$ cat config.mk
export PLATFORM = sky130hd
export DESIGN_NAME = change_dispenser
export DESIGN_NICKNAME = d
export VERILOG_FILES = /design/src/rtl/change_dispenser.sv
export SDC_FILE = /design/constraint.sdc
export NUM_CORES = 1
export LEC_CHECK = 0
export CORE_MARGIN = 1.5
export CORE_UTILIZATION = 57
export CTS_CLUSTER_DIAMETER = 60
export DETAILED_ROUTE_END_ITERATION = 6
export PLACE_DENSITY = 0.9
export SLEW_MARGIN = 20
export SYNTH_ARGS = -nofsm -noshare
export SYNTH_HDL_FRONTEND = slang
export SYNTH_SLANG_ARGS = --single-unit
$ cat constraint.sdc
create_clock -name clk -period 4.22 [get_ports clk]
set_clock_uncertainty 0.15 [all_clocks]
set_input_delay 0.422 -clock clk [delete_from_list [all_inputs] [get_ports clk]]
set_output_delay 0.422 -clock clk [all_outputs]
set_load 0.02 [all_outputs]
$ cat src/rtl/change_dispenser.sv
// Change dispenser: pays out a rupee amount one hopper coin at a time using
// greedy Rs.10/5/2/1 denominations, with req/ack pacing and an ack-timeout fault.
module change_dispenser #(
    parameter int GAP_CYCLES  = 2,
    parameter int ACK_TIMEOUT = 16
) (
    input  logic       clk,
    input  logic       rst,
    input  logic       change_valid,
    input  logic [6:0] change_amt,
    output logic       change_ready,
    input  logic       coin_ack,
    output logic       coin_req,
    output logic [1:0] coin_denom,
    output logic       busy,
    output logic       done,
    output logic [3:0] coin_count,
    output logic       fault
);

    localparam int TW       = $clog2(ACK_TIMEOUT);
    localparam int GW       = (GAP_CYCLES > 2) ? $clog2(GAP_CYCLES) : 1;
    localparam int GAP_LAST = (GAP_CYCLES > 1) ? (GAP_CYCLES - 2) : 0;

    typedef enum logic [2:0] {
        S_IDLE   = 3'd0,
        S_SELECT = 3'd1,
        S_REQ    = 3'd2,
        S_GAP    = 3'd3,
        S_DONE   = 3'd4,
        S_FAULT  = 3'd5
    } state_t;

    state_t          r_state;
    logic            r_ready;
    logic            r_req;
    logic [1:0]      r_denom;
    logic            r_busy;
    logic            r_done;
    logic [3:0]      r_count;
    logic            r_fault;
    logic [6:0]      r_remaining;
    logic [TW-1:0]   r_ack_timer;
    logic [GW-1:0]   r_gap_cnt;

    logic [6:0]      w_new_rem;
    logic            w_timeout;
    logic            w_gap_end;

    function automatic logic [1:0] pick_denom(input logic [6:0] amt);
        if (amt >= 7'd10) begin
            pick_denom = 2'd3;
        end else if (amt >= 7'd5) begin
            pick_denom = 2'd2;
        end else if (amt >= 7'd2) begin
            pick_denom = 2'd1;
        end else begin
            pick_denom = 2'd0;
        end
    endfunction

    function automatic logic [6:0] denom_value(input logic [1:0] d);
        case (d)
            2'd3:    denom_value = 7'd10;
            2'd2:    denom_value = 7'd5;
            2'd1:    denom_value = 7'd2;
            default: denom_value = 7'd1;
        endcase
    endfunction

    assign w_new_rem = r_remaining - denom_value(r_denom);
    assign w_timeout = (r_ack_timer == TW'(ACK_TIMEOUT - 1));
    assign w_gap_end = (r_gap_cnt == GW'(GAP_LAST));

    assign change_ready = r_ready;
    assign coin_req     = r_req;
    assign coin_denom   = r_denom;
    assign busy         = r_busy;
    assign done         = r_done;
    assign coin_count   = r_count;
    assign fault        = r_fault;

    // Transaction sequencer; the SELECT cycle counts as the last low cycle of
    // the inter-coin gap, so GAP itself lasts GAP_CYCLES-1 cycles.
    always_ff @(posedge clk) begin
        if (rst) begin
            r_state     <= S_IDLE;
            r_ready     <= 1'b1;
            r_req       <= 1'b0;
            r_denom     <= 2'd0;
            r_busy      <= 1'b0;
            r_done      <= 1'b0;
            r_count     <= 4'd0;
            r_fault     <= 1'b0;
            r_remaining <= 7'd0;
            r_ack_timer <= '0;
            r_gap_cnt   <= '0;
        end else begin
            r_done <= 1'b0;
            case (r_state)
                S_IDLE: begin
                    if (change_valid) begin
                        r_remaining <= change_amt;
                        r_count     <= 4'd0;
                        r_busy      <= 1'b1;
                        r_ready     <= 1'b0;
                        r_state     <= (change_amt == 7'd0) ? S_DONE : S_SELECT;
                    end
                end
                S_SELECT: begin
                    r_denom     <= pick_denom(r_remaining);
                    r_req       <= 1'b1;
                    r_ack_timer <= '0;
                    r_state     <= S_REQ;
                end
                S_REQ: begin
                    if (coin_ack) begin
                        r_req       <= 1'b0;
                        r_remaining <= w_new_rem;
                        r_count     <= r_count + 4'd1;
                        if (w_new_rem == 7'd0) begin
                            r_state <= S_DONE;
                        end else if (GAP_CYCLES == 1) begin
                            r_state <= S_SELECT;
                        end else begin
                            r_gap_cnt <= '0;
                            r_state   <= S_GAP;
                        end
                    end else if (w_timeout) begin
                        r_req   <= 1'b0;
                        r_fault <= 1'b1;
                        r_state <= S_FAULT;
                    end else begin
                        r_ack_timer <= r_ack_timer + TW'(1);
                    end
                end
                S_GAP: begin
                    if (w_gap_end) begin
                        r_state <= S_SELECT;
                    end else begin
                        r_gap_cnt <= r_gap_cnt + GW'(1);
                    end
                end
                S_DONE: begin
                    r_done  <= 1'b1;
                    r_busy  <= 1'b0;
                    r_ready <= 1'b1;
                    r_state <= S_IDLE;
                end
                S_FAULT: begin
                    r_state <= S_FAULT;
                end
                default: begin
                    r_req   <= 1'b0;
                    r_busy  <= 1'b0;
                    r_ready <= 1'b1;
                    r_state <= S_IDLE;
                end
            endcase
        end
    end

endmodule

After elaboration in Yosys (flattened, before gate mapping)
Index checks and enable logic that the tools add are counted.
Widths: inputs -> output; s select.

word-level totals
  register bits after elaboration = 26
  output and inout bits = 11

cells by class
  add/sub/neg operators = 4
  order comparisons = 3
  equality and inequality tests = 16
  multiplexer cells = 32
  bitwise logic cells = 3
  reduce and logical (&&, ||, !) cells = 15

operator list
  operator             count
  $mux 3               6
  $mux 4               4
  $pmux 4 s2           2
  $pmux 3 s5           1
  $reduce_and 3->1     5
  $logic_not 7->1      2
  $mux 7               2
  $pmux 7 s2           1
  $ne 2x2->1 const B   6
  $pmux 4 s3           1
  $mux 1               9
  $add 4x1->4 const B  2
  $reduce_or 4->1      2
  $ge 7x2->1 const B   1
  $ge 7x3->1 const B   1
  $ge 7x4->1 const B   1
  $sub 7x7->7          1
  $eq 3x2->1 const B   2
  $eq 3x3->1 const B   2
  $pmux 1 s2           3
  $reduce_bool 2->1    3
  $eq 2x2->1 const B   2
  $eq 4x4->1 const B   1
  $mux 2               2
  8 further kinds      11

Depth between registers and ports, before layout
  depth in word-level cells = 7
  depth in mapped cells = 8

Least setup slack after synthesis
OpenSTA, ideal clock, no wires.

  path type = register to register
  start point = register r_denom[0] (netlist: coin_denom[0])
  end point = register r_state[0]
  arrival time = 2.012 ns
  required time = 3.953 ns
  setup slack = 1.941 ns
  cell stages (with the launch flop) = 9
  buffers on the path = 0
  period minus slack after synthesis = 2.279 ns
  path through = dfxtp_1 inv_1 ha_1 fa_1 nand2b_1 a21oi_2 xnor2_1 o211ai_1 a32o_1

on the way
  longest elaborated chain between the ends = 7

RTL lines
  what                                      RTL line  text
  start: declaration                        37        logic [1:0] r_denom;
  start signal: assignment                  111       r_denom <= pick_denom(r_remaining);
  $eq 2x1->1 or $eq 2x2->1 (tied branches)  63        case (d)
  $pmux 4 s3 (*)                            63
  $sub 7x7->7 (*)                           71        assign w_new_rem = r_remaining - denom_value(r_denom);
  $logic_not 7->1 (*)                       121       if (w_new_rem == 7'd0) begin
  $mux 3 (*)                                121
  $mux 3 (*)                                117       if (coin_ack) begin
  $pmux 3 s5 (*)                            100       case (r_state)
  end signal: assignment                    107       r_state <= (change_amt == 7'd0) ? S_DONE : S_SELECT;
  end: declaration                          34        state_t r_state;

Mark *: on every way between the ends. The rest lies on a longest branch, timed or not.
A chain may end at the register's enable or synchronous reset.

Worst setup path in the final report
  start point = register r_denom[0] (netlist: coin_denom[0])
  end point = register r_state[2]

Same word-level chain as after synthesis.

==> results by group <==
Power and ir drop
  • VDD IR-drop max: 0.3825 mV
  • Leakage power: 0.0006618 µW
  • Pwr dens: 636.1 nW/µm²
  • Total power: 1091 µW

Cells and area
  • # diodes: 0
  • Layout cell share with drive strength beyond 1: 0.05446
  • Commonest cells after routing, fill and taps aside: dfxtp_1, nor2_1, nand2_1, clkdlybuf4s50_1, a21oi_1
  • Fillers: 217
  • Synth-to-Final Area Change: 14.92%
  • Fin nets: 221
  • Most common cell after layout, fill and taps aside: dfxtp_1

Setup path
  • Crit start category: flop
  • Slowest-stage cell, CP: dfxtp_1
  • Worst endpoint data arrival time: 2570 ps
  • Required time of the critical path: 4290 ps
  • WS Path Type: reg -> reg
  • Slowest stage delay, CP: 490 ps
  • Worst path cell trace: inv_1 -> ha_1 -> fa_1 -> nand2b_1 -> a21oi_2 -> xnor2_1 -> o211ai_1 -> o41ai_1
  • Reg2Reg Setup Slack: 1720 ps
  • CP Capture Type: flop
  • CP max FO: 6

Placement
  • RePlAce Congestion: 0.8943
  • I/O Buffers: 21
  • Hpwl dp: 2608 µm

Yosys
  • Post-synth EDFFs: 0
  • Synthesized instance count: 187
  • Synth area leaders: dfxtp_1, nor2_1, nand2_1
  • Seq/Total Area, Yosys: 0.3353
  • Post-Synthesis Cell Area: 1493 µm²
  • Synth top area share: 0.3353
  • Average footprint of a synthesized cell: 7.982 µm²
  • Synth Net Count: 205
  • Yosys reg bits: 25
  • Post-synthesis cell type count: 51
  • Synth area leader: dfxtp_1
  • Post-synth top flop: dfxtp_1
  • Asr flop ratio synth: 0
  • Yosys warns: 0

STA
  • Unrepaired setup endpoints after global routing: false
  • Fin crit period: 2499 ps
  • Slew headroom: 0.4337
  • Fin crit share: 0.5922
  • Worst slew pin tran: 846.9 ps
  • Final hold viol count: 0
  • Fin. max-slew vios: 0
  • Total negative slack: 0 ps
  • Highest clock rate: 400.2 MHz
  • Final setup fails: 0

Global routing
  • GRT Util Overall: 0.2552
  • Global-route wire length before repair: 5409 µm
  • Remaining global-route overflow: 0
  • Initial antenna violation count: 0
  • Largest net degree at the start of global routing: 23
  • Vias in the first global route: 1286

Clock network
  • CTS Buf Count: 3
  • CTS tree: built
  • Clock root buffer: clkbuf_4
  • Clock Sinks: 25
  • Post-CTS Setup Bufs: 0
  • H-tree levels: 1
  • CTS max path bufs: 2
  • Clk_lat worst skew: 310 ps
  • Clk pin slew, worst setup/hold paths: 130 ps
  • Post-CTS Resized: 0
  • Hold-fix buffers at CTS: 0

Detailed routing
  • Total number of vias: 1407
  • DR iter-0 viols: 27
  • Final ANT Viol Nets: 0
  • DRC viols: 0
  • DR vias/cell: 6.065
  • Drt total wl: 3479 µm
  • Avg WL per Cell: 15.00 µm
  • DRT Pass-1 Iters: 4

Hold path
  • Hold crit path type: reg -> reg

Floorplan
  • Starting Density: 0.6025
  • Width of the die: 54.18 µm
  • Core ar.: 2477 µm²
  • Die area: 2935 µm²
  • I/O pins: 22
  • Row cnt: 18
  • Die Y: 54.18 µm

Flow run
  • MaxCap Viol Count: 0

Run status
  • Status: finished clean
[sequential cells by signal (all words and copies together) (netlist names)]
signal / cells
change_ready: 1
coin_count: 4
r_remaining: 7
done: 1
fault: 1
r_state: 3
r_ack_timer: 4
coin_req: 1
coin_denom: 2
busy: 1
[worst paths after layout]
check	start	endpoint	cells past startpoint
max	coin_denom[0]	r_state[2]	8
min	fault	fault	2
max reg2reg	coin_denom[0]	r_state[2]	8
min reg2reg	fault	fault	2
[worst max-delay path, delay by kind of cell, from the launching register on]
kind	cells	cell delay (ps)
AOI/OAI and AO/OA	3	700
xor gates and xnor gates	1	190
adders and majority gates	2	630
buffers and inverters	1	80
DFF	1	490
and+or+nand+nor	1	170
[Yosys cell counts (2+ instances only)]
library cell	number
nor3_1	8
a2bb2oi_1	2
ha_1	6
o21ai_1	4
nand2b_1	3
buf_2	3
a31oi_1	3
nor2_1	23
a21oi_1	14
clkbuf_1	4
xnor2_1	2
o31ai_1	2
dfxtp_1	25
o211ai_1	2
nand3_1	4
xor2_1	5
nor3_2	2
nand2_1	21
and2_1	2
buf_6	2
a211oi_1	5
a32o_1	2
or3_1	2
inv_1	9
o22ai_1	2
o21ai_0	4
nor2b_1	2
[cell type report]
| type | instances | area (µm²) | share of cell area |
|---|---|---|---|
| multi-input cells | 143 | 907.1 | 0.5288 |
| inverters | 9 | 33.78 | 0.01969 |
| repair buffers | 21 | 210.2 | 0.1225 |
| flip-flops and latches | 25 | 500.5 | 0.2918 |
| clock buffers | 4 | 26.28 | 0.01532 |
| well taps | 30 | 37.54 | 0.02188 |
[cell families after synthesis]
family | Yosys count | share of synthesized area
XOR/XNOR | 7 | 0.04107
buffers and inverters | 19 | 0.06034
flip-flops | 25 | 0.3353
multiplexers | 1 | 0.006706
adder cells (fa/ha/maj) | 7 | 0.06370
AND/OR/NAND/NOR | 78 | 0.2674
AO/OA/AOI/OAI | 50 | 0.2255
[power by group]
part	internal [µW]	total, µW	switching (µW)
clock network	36.9	107	69.7
logic	258	600	342
registers	293	385	91.5
[layer usage]
metal | GRT usage | part of all wire
met3 | 0.04722 | 0.041
met4 | 0.1167 | 0.019
met1 | 0.3034 | 0.43
met2 | 0.4398 | 0.51
met5 | 0 | 0
[stage by stage]
stage,util,std cells,hold WS [ps],cell area [µm²],worst slack [ps]
detailed placement,0.6798,228,323.2,1684,1471
global route,0.6924,232,392.1,1715,1582
global placement,0.6798,228,306.0,1684,1603
floorplan,-,187,326.4,1493,1941
CTS,0.6904,232,355.4,1710,1733
finish,0.6924,232,350.2,1715,1721
Power figures use the tool's default switching activity.
